<file path="src/rtl/mixer_pkg.sv">
// Shared types and width helpers for the
// time-multiplexed voice mixer.
package mixer_pkg;

  typedef enum logic {
    MIX_AVERAGE,
    MIX_SATURATE
  } mix_mode_t;

  typedef enum logic [1:0] {
    IDLE,
    ACCUM,
    DONE
  } mixer_state_t;

  function automatic int acc_width(
    input int width,
    input int channels
  );
    return width + $clog2(channels);
  endfunction

endpackage

</file>
<file path="src/rtl/mixer_scale.sv">
// Combinational accumulator-to-sample scaler:
// floor average or clamp with clip flag.
module mixer_scale
  import mixer_pkg::*;
#(
  parameter int WIDTH = 24,
  parameter int CHANNELS = 4,
  localparam int ACC_W = acc_width(WIDTH, CHANNELS)
) (
  input  logic signed [ACC_W-1:0] acc,
  input  mix_mode_t               mode,
  output logic [WIDTH-1:0]        scaled,
  output logic                    clip
);

  localparam int SH = ACC_W - WIDTH;

  localparam logic signed [ACC_W-1:0] MAXV =
    {{(SH+1){1'b0}}, {(WIDTH-1){1'b1}}};
  localparam logic signed [ACC_W-1:0] MINV =
    {{(SH+1){1'b1}}, {(WIDTH-1){1'b0}}};

  // Dropping the low SH bits is an arithmetic
  // shift with rounding toward -inf.
  logic [WIDTH-1:0] avg;
  assign avg = acc[ACC_W-1:SH];

  always_comb begin
    scaled = avg;
    clip   = 1'b0;
    unique case (mode)
      MIX_AVERAGE: scaled = avg;
      MIX_SATURATE: begin
        if (acc > MAXV) begin
          scaled = MAXV[WIDTH-1:0];
          clip   = 1'b1;
        end else if (acc < MINV) begin
          scaled = MINV[WIDTH-1:0];
          clip   = 1'b1;
        end else begin
          scaled = acc[WIDTH-1:0];
        end
      end
    endcase
  end

endmodule

</file>
<file path="src/rtl/mixer_seq.sv">
// Voice mixer: one shared accumulator, one
// channel per clock, handshaked in and out.
module mixer_seq
  import mixer_pkg::*;
#(
  parameter int WIDTH = 24,
  parameter int CHANNELS = 4,
  parameter int CLIP_W = 16
) (
  input  logic                           clock,
  input  logic                           reset,
  input  logic                           in_valid,
  output logic                           in_ready,
  input  logic [CHANNELS-1:0][WIDTH-1:0] samples,
  input  logic [CHANNELS-1:0]            ch_enable,
  input  logic                           mode,
  output logic                           out_valid,
  input  logic                           out_ready,
  output logic [WIDTH-1:0]               out_sample,
  output logic [CLIP_W-1:0]              clip_count,
  input  logic                           clip_clear
);

  localparam int ACC_W = acc_width(WIDTH, CHANNELS);
  localparam int IDX_W = $clog2(CHANNELS);
  localparam logic [IDX_W-1:0] LAST =
    IDX_W'(CHANNELS - 1);

  if (CHANNELS < 2 ||
      (CHANNELS & (CHANNELS - 1)) != 0)
  begin : g_bad_channels
    $error("mixer_seq: CHANNELS must be pow2 >= 2");
  end

  mixer_state_t state, state_n;

  logic [CHANNELS-1:0][WIDTH-1:0] smp_q;
  logic [CHANNELS-1:0]            en_q;
  mix_mode_t                      mode_q;
  logic signed [ACC_W-1:0]        acc;
  logic [IDX_W-1:0]               idx;

  logic                    accept;
  logic                    finish;
  logic signed [ACC_W-1:0] term;
  logic signed [ACC_W-1:0] sum;
  logic [WIDTH-1:0]        scaled;
  logic                    clip;

  always_ff @(posedge clock) begin
    if (reset) state <= IDLE;
    else       state <= state_n;
  end

  always_comb begin
    state_n  = state;
    in_ready = 1'b0;
    accept   = 1'b0;
    finish   = 1'b0;
    unique case (state)
      IDLE: begin
        in_ready = 1'b1;
        if (in_valid) begin
          accept  = 1'b1;
          state_n = ACCUM;
        end
      end
      ACCUM: begin
        if (idx == LAST) begin
          finish  = 1'b1;
          state_n = DONE;
        end
      end
      DONE: begin
        if (out_ready) begin
          in_ready = 1'b1;
          accept   = in_valid;
          state_n  = in_valid ? ACCUM : IDLE;
        end
      end
      default: state_n = IDLE;
    endcase
  end

  always_comb begin
    term = '0;
    if (en_q[idx])
      term = {{IDX_W{smp_q[idx][WIDTH-1]}},
              smp_q[idx]};
  end

  assign sum = acc + term;

  mixer_scale #(
    .WIDTH    (WIDTH),
    .CHANNELS (CHANNELS)
  ) u_scale (
    .acc    (sum),
    .mode   (mode_q),
    .scaled (scaled),
    .clip   (clip)
  );

  always_ff @(posedge clock) begin
    if (reset) begin
      smp_q      <= '0;
      en_q       <= '0;
      mode_q     <= MIX_AVERAGE;
      acc        <= '0;
      idx        <= '0;
      out_valid  <= 1'b0;
      out_sample <= '0;
      clip_count <= '0;
    end else begin
      if (accept) begin
        smp_q  <= samples;
        en_q   <= ch_enable;
        mode_q <= mix_mode_t'(mode);
        acc    <= '0;
        idx    <= '0;
      end else if (state == ACCUM) begin
        acc <= sum;
        idx <= idx + 1'b1;
      end

      if (finish) begin
        out_sample <= scaled;
        out_valid  <= 1'b1;
      end else if (state == DONE && out_ready) begin
        out_valid <= 1'b0;
      end

      // Clear beats a coincident clip event.
      if (clip_clear)
        clip_count <= '0;
      else if (finish && clip && clip_count != '1)
        clip_count <= clip_count + 1'b1;
    end
  end

endmodule

</file>
<file path="config.mk">
export PLATFORM = sky130hd
export DESIGN_NAME = mixer_seq
export DESIGN_NICKNAME = d
export VERILOG_FILES = /design/src/rtl/mixer_pkg.sv /design/src/rtl/mixer_scale.sv /design/src/rtl/mixer_seq.sv
export SDC_FILE = /design/constraint.sdc
export NUM_CORES = 1
export LEC_CHECK = 0
export CORE_MARGIN = 5
export CORE_UTILIZATION = 48
export DETAILED_ROUTE_END_ITERATION = 10
export PLACE_DENSITY = 0.77
export SYNTH_ARGS = -nofsm -noshare
export SYNTH_HDL_FRONTEND = slang
export SYNTH_SLANG_ARGS = --single-unit
export TNS_END_PERCENT = 1
</file>
<file path="constraint.sdc">
create_clock -name clock -period 4.1 [get_ports clock]
set_clock_uncertainty 0.05 [all_clocks]
set_input_delay 0.615 -clock clock [delete_from_list [all_inputs] [get_ports clock]]
set_output_delay 0.615 -clock clock [all_outputs]
set_load 0.03 [all_outputs]
</file>
==> impl_metrics.tcl, run 1 <==
set metrics [dict create \
    hp-start "smp_q[87]" \
    fin_crit_ns 4.11 \
    arrival_ns 4.42 \
    power_density_nw_per_um2 346 \
    grt_pass1_wl_um 36800 \
    clk_pin_slew_ns 0.07 \
    cp_top_family "compound AO/OA/AOI/OAI gates" \
    antenna_found_initial 0 \
    fillers 1469 \
    synth_nets 1219 \
    worstMarginPinSlew_ns 1.15 \
    layout_setup_ws_ns -0.0116 \
    cts.path.max_buffers 2 \
    postRouteWirelength_um 23400 \
    clk_latency_ns 0.43 \
    numCtsBuffers 17 \
    initial_utilization_pct 49.2 \
    grt_max_degree 105 \
    max_freq_ghz 0.243 \
    met3_usage_pct 4.69 \
    cp.buffers_inverters 3 \
    synth.ff_latch_count 172 \
    pre_cts_ws_ns -0.0791 \
    dieArea_um2 20600 \
    root_buffer "clkbuf_16" \
    fin_nets 1361 \
    cts_tree "done" \
    ant_nets 0 \
    cpPeakStageDelay_ns 0.50 \
    grt_usage_pct 22.0 \
    clock_sinks 172 \
    viasPerCell 5.51 \
    vias 8069 \
    path_cells "buf_12 -> buf_4 -> mux4_2 -> nor2b_1 -> ha_1 -> a21o_1 -> or3_4 -> o21ai_2 -> a21oi_2 -> o41ai_4 -> xor2_2 -> mux2i_2 -> buf_12 -> or4_1 -> a21oi_1" \
    first_global_vias 7446 \
    diodes 0 \
    drv_slew 0 \
    syn_area_per_cell_um2 7.90 \
    leakagePower_nw 4.13 \
    hold_path_class "flip-flop to flip-flop" \
    dieHeight_um 144 \
    cp.required_ns 4.41 \
    hpwlAfterDp_um 16600 \
    post_drt_wl_per_cell_um 16.0 \
    portBuffers 147 \
    grtUsageMet2_pct 33.9 \
    cts_hold_buf 0 \
    area_growth_pct 30.4 \
    syn_inst 1085 \
    endpoint_kind "flip-flop" \
    max_slew_margin_pct 22.8 \
    cpMostUsedCell "buf_12" \
    drv_cap 0 \
    core_region_area_um2 17400 \
    whs_ns 0.401 \
    gr-total-overflow 0 \
    path_class "flip-flop to flip-flop" \
    total_power_mw 3.87 \
    yosysUniqueCellTypes 52 \
    die_w_um 144 \
    multiInputGateArea_um2 4910 \
    fin_util_pct 64.2 \
    outcome "complete, but fails checks" \
    syn_area_um2 8570 \
    synth_warnings 0 \
    top_usage_layer "met2" \
    max-vdd-ir-drop_mv 0.310 \
    r2r_cells 15 \
    yosysSeqAreaShare_pct 40.2 \
    synth_edf_count 0 \
    hold_depth 2 \
    firstDrtPassIters 5 \
    violations "setup timing" \
    ys_async_sr_fraction_pct 0 \
    regArea_um2 3450 \
    path_max_fanout 29 \
    place_congestion 0.912 \
    worst-path-stages 15 \
    r2r_start "idx[1]" \
    start_kind "flip-flop" \
    synth_flop_cell "dfxtp_1" \
    met1_usage_pct 31.2 \
    startpoint "idx[1]" \
    finalHoldViolCount 0 \
    first_iter_violations 614 \
    ios 148 \
    cp_slowest_cell "mux4_2" \
    rsz0062_at_grt "yes" \
    std_cell_rows 48 \
    h-tree-depth 4 \
    setup_viol 6 \
    period_share_pct 100 \
    final_layout_size_suffix_gt1_share_pct 11.5 \
    drc 0 \
]
==> routing by layer <==
metal / share of wire [%] / wire length, um / up-vias
met3: 6.6 / 1550 / 32
li1: - / - / 4034
met2: 46 / 10700 / 269
met5: 0 / 0 / -
met4: 1.9 / 456 / 0
met1: 46 / 10700 / 3734
==> worst paths after layout <==
path                   endpoint  slack [ns]
setup / recovery  clip_count[5]       -0.01
hold reg to reg       smp_q[87]        0.40
hold / removal        smp_q[87]        0.40
setup reg to reg  clip_count[5]       -0.01
==> flip-flops by register name (all words and copies together), names as in the netlist <==
name and count:
acc 26, clip_count 16, en_q 4, idx 2
mode_q 1, out_sample 24, out_valid 1, smp_q 96
state 2
==> synthesized netlist by cell type (6+ instances only) <==
master,instances,area share (%)
nand2_1,300,13
a21oi_1,179,10
dfxtp_1,172,40
clkbuf_1,63,2.8
nor2_1,56,2.5
o21ai_0,33,1.9
ha_1,27,3.9
nor2b_1,27,2.0
o31ai_1,25,2.2
mux4_2,23,6.0
nand3_1,16,0.93
xnor2_1,15,1.5
or4_1,12,1.1
inv_1,11,0.48
nand2b_1,9,0.66
a211oi_1,8,0.70
and3_1,8,0.58
mux2i_1,8,0.93
nor3_1,8,0.47
or3_1,8,0.58
xor2_1,8,0.82
o211ai_1,7,0.61
a21o_1,6,0.53
buf_2,6,0.35
nand4_1,6,0.44
==> cell type report <==
cell class,count,share of cell area [%]
Clock buffer,19,3.96
Multi-Input combinational cell,827,43.9
Sequential cell,172,30.8
Clock inverter,13,1.16
Inverter,11,0.369
Timing Repair Buffer,198,17.2
Tap cell,225,2.52
==> what timing repair did <==
action                                  in CTS  in global routing
gates resized for setup                      2                 26
endpoints found under the setup margin      12                 40
pin swaps                                    2                 13
cloned                                       0                  1
buffers inserted                             0                  9
==> stage by stage <==
step / instance area [um2] / cells / TNS (ns)
6_report: 11200 / 1465 / -0.0220
4_1_cts: 11000 / 1454 / -0.265
3_5_place_dp: 10400 / 1422 / -0.567
3_3_place_gp: 10400 / 1422 / 0
2_1_floorplan: 8600 / 1085 / 0
5_1_grt: 11200 / 1465 / -2.30
==> worst reg2reg max path: cells and delay by family, from the launching register on <==
family	cells	cell delay, ns
muxes	2	0.63
buffers and inverters	3	0.44
DFF	1	0.38
xor gates and xnor gates	1	0.30
adders and majority gates	1	0.21
and+or+nand+nor	3	1.00
AOI/OAI and AO/OA	5	1.04
==> power by group <==
group / leakage (nW) / switching (mW) / internal (mW)
Clock: 0.285 / 0.726 / 0.869
Sequential: 1.40 / 0.0418 / 1.74
Combinational: 2.44 / 0.259 / 0.237
Total: 4.13 / 1.03 / 2.84
==> placed cells by master (no fill, tap or decap), drive strengths merged, types with 12 or more instances in the layout <==
master         instances
dfxtp                172
o31ai                 25
a21oi                180
clkbuf                20
nand2                300
o21ai                 36
buf                   51
nor2                  56
mux4                  23
xnor2                 15
clkdlybuf4s50        146
or4                   12
inv                   17
nor2b                 27
nand3                 16
ha                    27
==> kinds of logic (layout without fill, tap and decap cells) <==
| kind of cell | after synthesis | count (layout) | synth area share, % |
|---|---|---|---|
| AOI/OAI and AO/OA | 281 | 281 | 18.8 |
| adders and majority gates | 28 | 28 | 4.17 |
| buffers and inverters | 86 | 241 | 3.90 |
| xor gates and xnor gates | 24 | 24 | 2.54 |
| muxes | 33 | 33 | 7.24 |
| and+or+nand+nor | 461 | 461 | 23.2 |
| DFF | 172 | 172 | 40.2 |
Note: power is estimated with default switching activity, not from simulation.
==> inputs of run 2 (changes only) <==
Settings changed: ABC_CLOCK_PERIOD_IN_PS set to 4100.
==> results of run 2 <==
Final layout, timing and power as in run 1 (identical DEF).
==> inputs of run 3 (changes only) <==
Settings changed: CORE_UTILIZATION 48 to 49, PLACE_DENSITY 0.77 to 0.78, SYNTH_HIERARCHICAL set to 1.
==> run 3 against run 2 <==
Net effect: first-iteration DRC count fell by 10%; the run still ends with setup timing left; flip-flop and latch count did not move; wire length rose by 8.5%; via count rose by 8.2%.
==> impl_metrics.tcl, run 3 <==
set metrics [dict create \
    outcome "complete, but fails checks" \
    violations "setup timing" \
    synth.area.top_cells "dfxtp_1, nand2_1, a21oi_1" \
    area_growth_pct 34.9 \
    cp.required_ns 4.36 \
    ios 148 \
    path_max_fanout 8 \
    antenna_found_initial 0 \
    die_w_um 145 \
    syn_inst 1129 \
    path_class "flip-flop to flip-flop" \
    layout_setup_ws_ns -0.292 \
    grtUsageMet2_pct 37.8 \
    met1_usage_pct 29.8 \
    met3_usage_pct 4.15 \
    arrival_ns 4.65 \
    synth_nets 1263 \
    drc 0 \
    worstMarginPinSlew_ns 1.05 \
    top_usage_layer "met2" \
    synth_top_area_share_pct 38.5 \
    yosysMostFrequentCell "nand2_1" \
    synth_top_area_cell "dfxtp_1" \
    synthTopCellsByCount "nand2_1, a21oi_1, dfxtp_1" \
    max-vdd-ir-drop_mv 0.272 \
    power_density_nw_per_um2 329 \
    portBuffers 147 \
    place_inst 1519 \
    fillers 1450 \
    yosysSeqAreaShare_pct 38.5 \
    tns_ns -6.61 \
    final_cell_mix "nand2_1, a21oi_1, dfxtp_1" \
    std_cell_rows 49 \
    synth_flop_cell "dfxtp_1" \
    cts_tree "done" \
    initial_utilization_pct 49.8 \
    rsz0062_at_grt "yes" \
    viasPerCell 5.57 \
    setup_viol 39 \
    hpwlAfterDp_um 18000 \
    final_layout_size_suffix_gt1_share_pct 16.2 \
    ant_nets 0 \
    synth_edf_count 0 \
    core_region_area_um2 18000 \
    finalHoldViolCount 0 \
    fin_crit_ns 4.39 \
    top_regs "smp_q x96, acc x26, out_sample x24" \
    max_freq_ghz 0.228 \
    clk_latency_ns 0.43 \
    max_slew_margin_pct 29.9 \
    synth_warnings 6 \
    cts.path.max_buffers 2 \
    postRouteWirelength_um 25400 \
    fin_nets 1460 \
    first_iter_violations 551 \
    regArea_um2 3450 \
    numCtsBuffers 17 \
    dieArea_um2 21100 \
    post_drt_wl_per_cell_um 16.2 \
    place_congestion 0.891 \
    drv_slew 0 \
    synth.ff_latch_count 172 \
    grt_pass1_wl_um 40600 \
    grt_max_degree 104 \
    endpoint_kind "flip-flop" \
    grt_usage_pct 22.8 \
    largest_reg_flops 96 \
    firstDrtPassIters 6 \
    layout_commonest_cell "nand2_1" \
    clock_sinks 172 \
    syn_area_um2 8940 \
    h-tree-depth 4 \
    leakagePower_nw 4.63 \
    drv_cap 0 \
    pre_cts_ws_ns -0.233 \
    vias 8727 \
    start_kind "flip-flop" \
    gr-total-overflow 0 \
    period_share_pct 107 \
    dieHeight_um 145 \
    ys_async_sr_fraction_pct 0 \
    syn_area_per_cell_um2 7.92 \
    yosysUniqueCellTypes 65 \
    root_buffer "clkbuf_16" \
    layoutNonFillerInstCount 1567 \
    whs_ns 0.402 \
    first_global_vias 8423 \
    clk_pin_slew_ns 0.06 \
    multiInputGateArea_um2 5310 \
    regMostFlops "smp_q" \
    diodes 0 \
    hold_path_class "flip-flop to flip-flop" \
]
run 3: cell count changes after synthesis, moves of 11 or more:
cell	delta
o31ai_1	-23
o21ai_0	-22
o21bai_1	+21
a211oi_1	+12
a21oi_1	+11
run 3: power breakdown:
| group | total [mW] | internal [mW] | switching (mW) | leakage (nW) |
|---|---|---|---|---|
| clock | 1.60 | 0.930 | 0.673 | 0.281 |
| sequential | 1.79 | 1.74 | 0.0480 | 1.40 |
| combinational | 0.575 | 0.279 | 0.296 | 2.94 |
| total | 3.97 | 2.95 | 1.02 | 4.63 |
run 3: cells by family (layout without fill, tap and decap cells):
kind of cell,after synthesis,count (layout),share of synthesized area [%]
buffers and inverters,95,304,4.76
AND/OR/NAND/NOR,463,463,22.0
AO/OA/AOI/OAI,304,304,20.7
adder cells (fa/ha/maj),28,28,4.00
flip-flops,172,172,38.5
multiplexers,27,27,6.11
XOR/XNOR,40,40,3.92
run 3: path summary, 6_finish.rpt:
check	start	to	slack [ns]	cells past startpoint
setup / recovery	idx[0]	clip_count[10]	-0.29	19
hold / removal	out_sample[18]	out_sample[18]	0.40	2
setup reg to reg	idx[0]	clip_count[10]	-0.29	19
hold reg to reg	out_sample[18]	out_sample[18]	0.40	2
run 3: metrics by stage:
| step | power, mW | instance area, um2 | utilization [%] |
|---|---|---|---|
| 4_1_cts | 3.96 | 11900 | 66.0 |
| 2_1_floorplan | 2.15 | 9050 | - |
| 3_5_place_dp | 2.36 | 11200 | 62.1 |
| 5_1_grt | 4.11 | 12100 | 67.1 |
| 6_report | 3.97 | 12100 | 67.1 |
| 3_3_place_gp | 2.35 | 11200 | 62.1 |
run 3: cell type report:
class,count,area share [%]
Clock buffer,22,3.85
Multi-Input combinational cell,862,44.0
Sequential cell,172,28.6
Inverter,14,0.436
Tap cell,229,2.38
Clock inverter,9,0.903
Timing Repair Buffer,259,19.9
run 3: worst max-delay path: stages, from the launching register on:
cell and delay, ns:
dfxtp_4 0.43, mux2_4 0.33, o21ai_4 0.27, buf_6 0.20, nor2b_1 0.06, ha_1 0.32, a21o_1 0.22, nand4_1 0.13
a31oi_2 0.14, o311ai_4 0.28, a41oi_2 0.19, a311oi_2 0.36, xnor2_2 0.18, or3_1 0.13, and3_4 0.21, nand4_1 0.22
nor3_4 0.27, buf_4 0.16, xnor2_1 0.10, nor2_1 0.05
run 3: per-layer routing:
| layer | part of all wire (%) | vias up |
|---|---|---|
| li1 | - | 4287 |
| met1 | 43 | 4100 |
| met2 | 49 | 284 |
| met3 | 5.5 | 56 |
| met4 | 2.6 | 0 |
| met5 | 0 | - |
run 3: timing repair:
| action | 4_1_cts | 5_1_grt |
|---|---|---|
| hold endpoints to repair | 0 | 0 |
| gates cloned | 2 | 1 |
| gates resized for setup | 12 | 28 |
| endpoints found under the setup margin | 39 | 39 |
| buffers inserted | 5 | 10 |
| pin swaps | 11 | 29 |
| hold buffers | 0 | 0 |
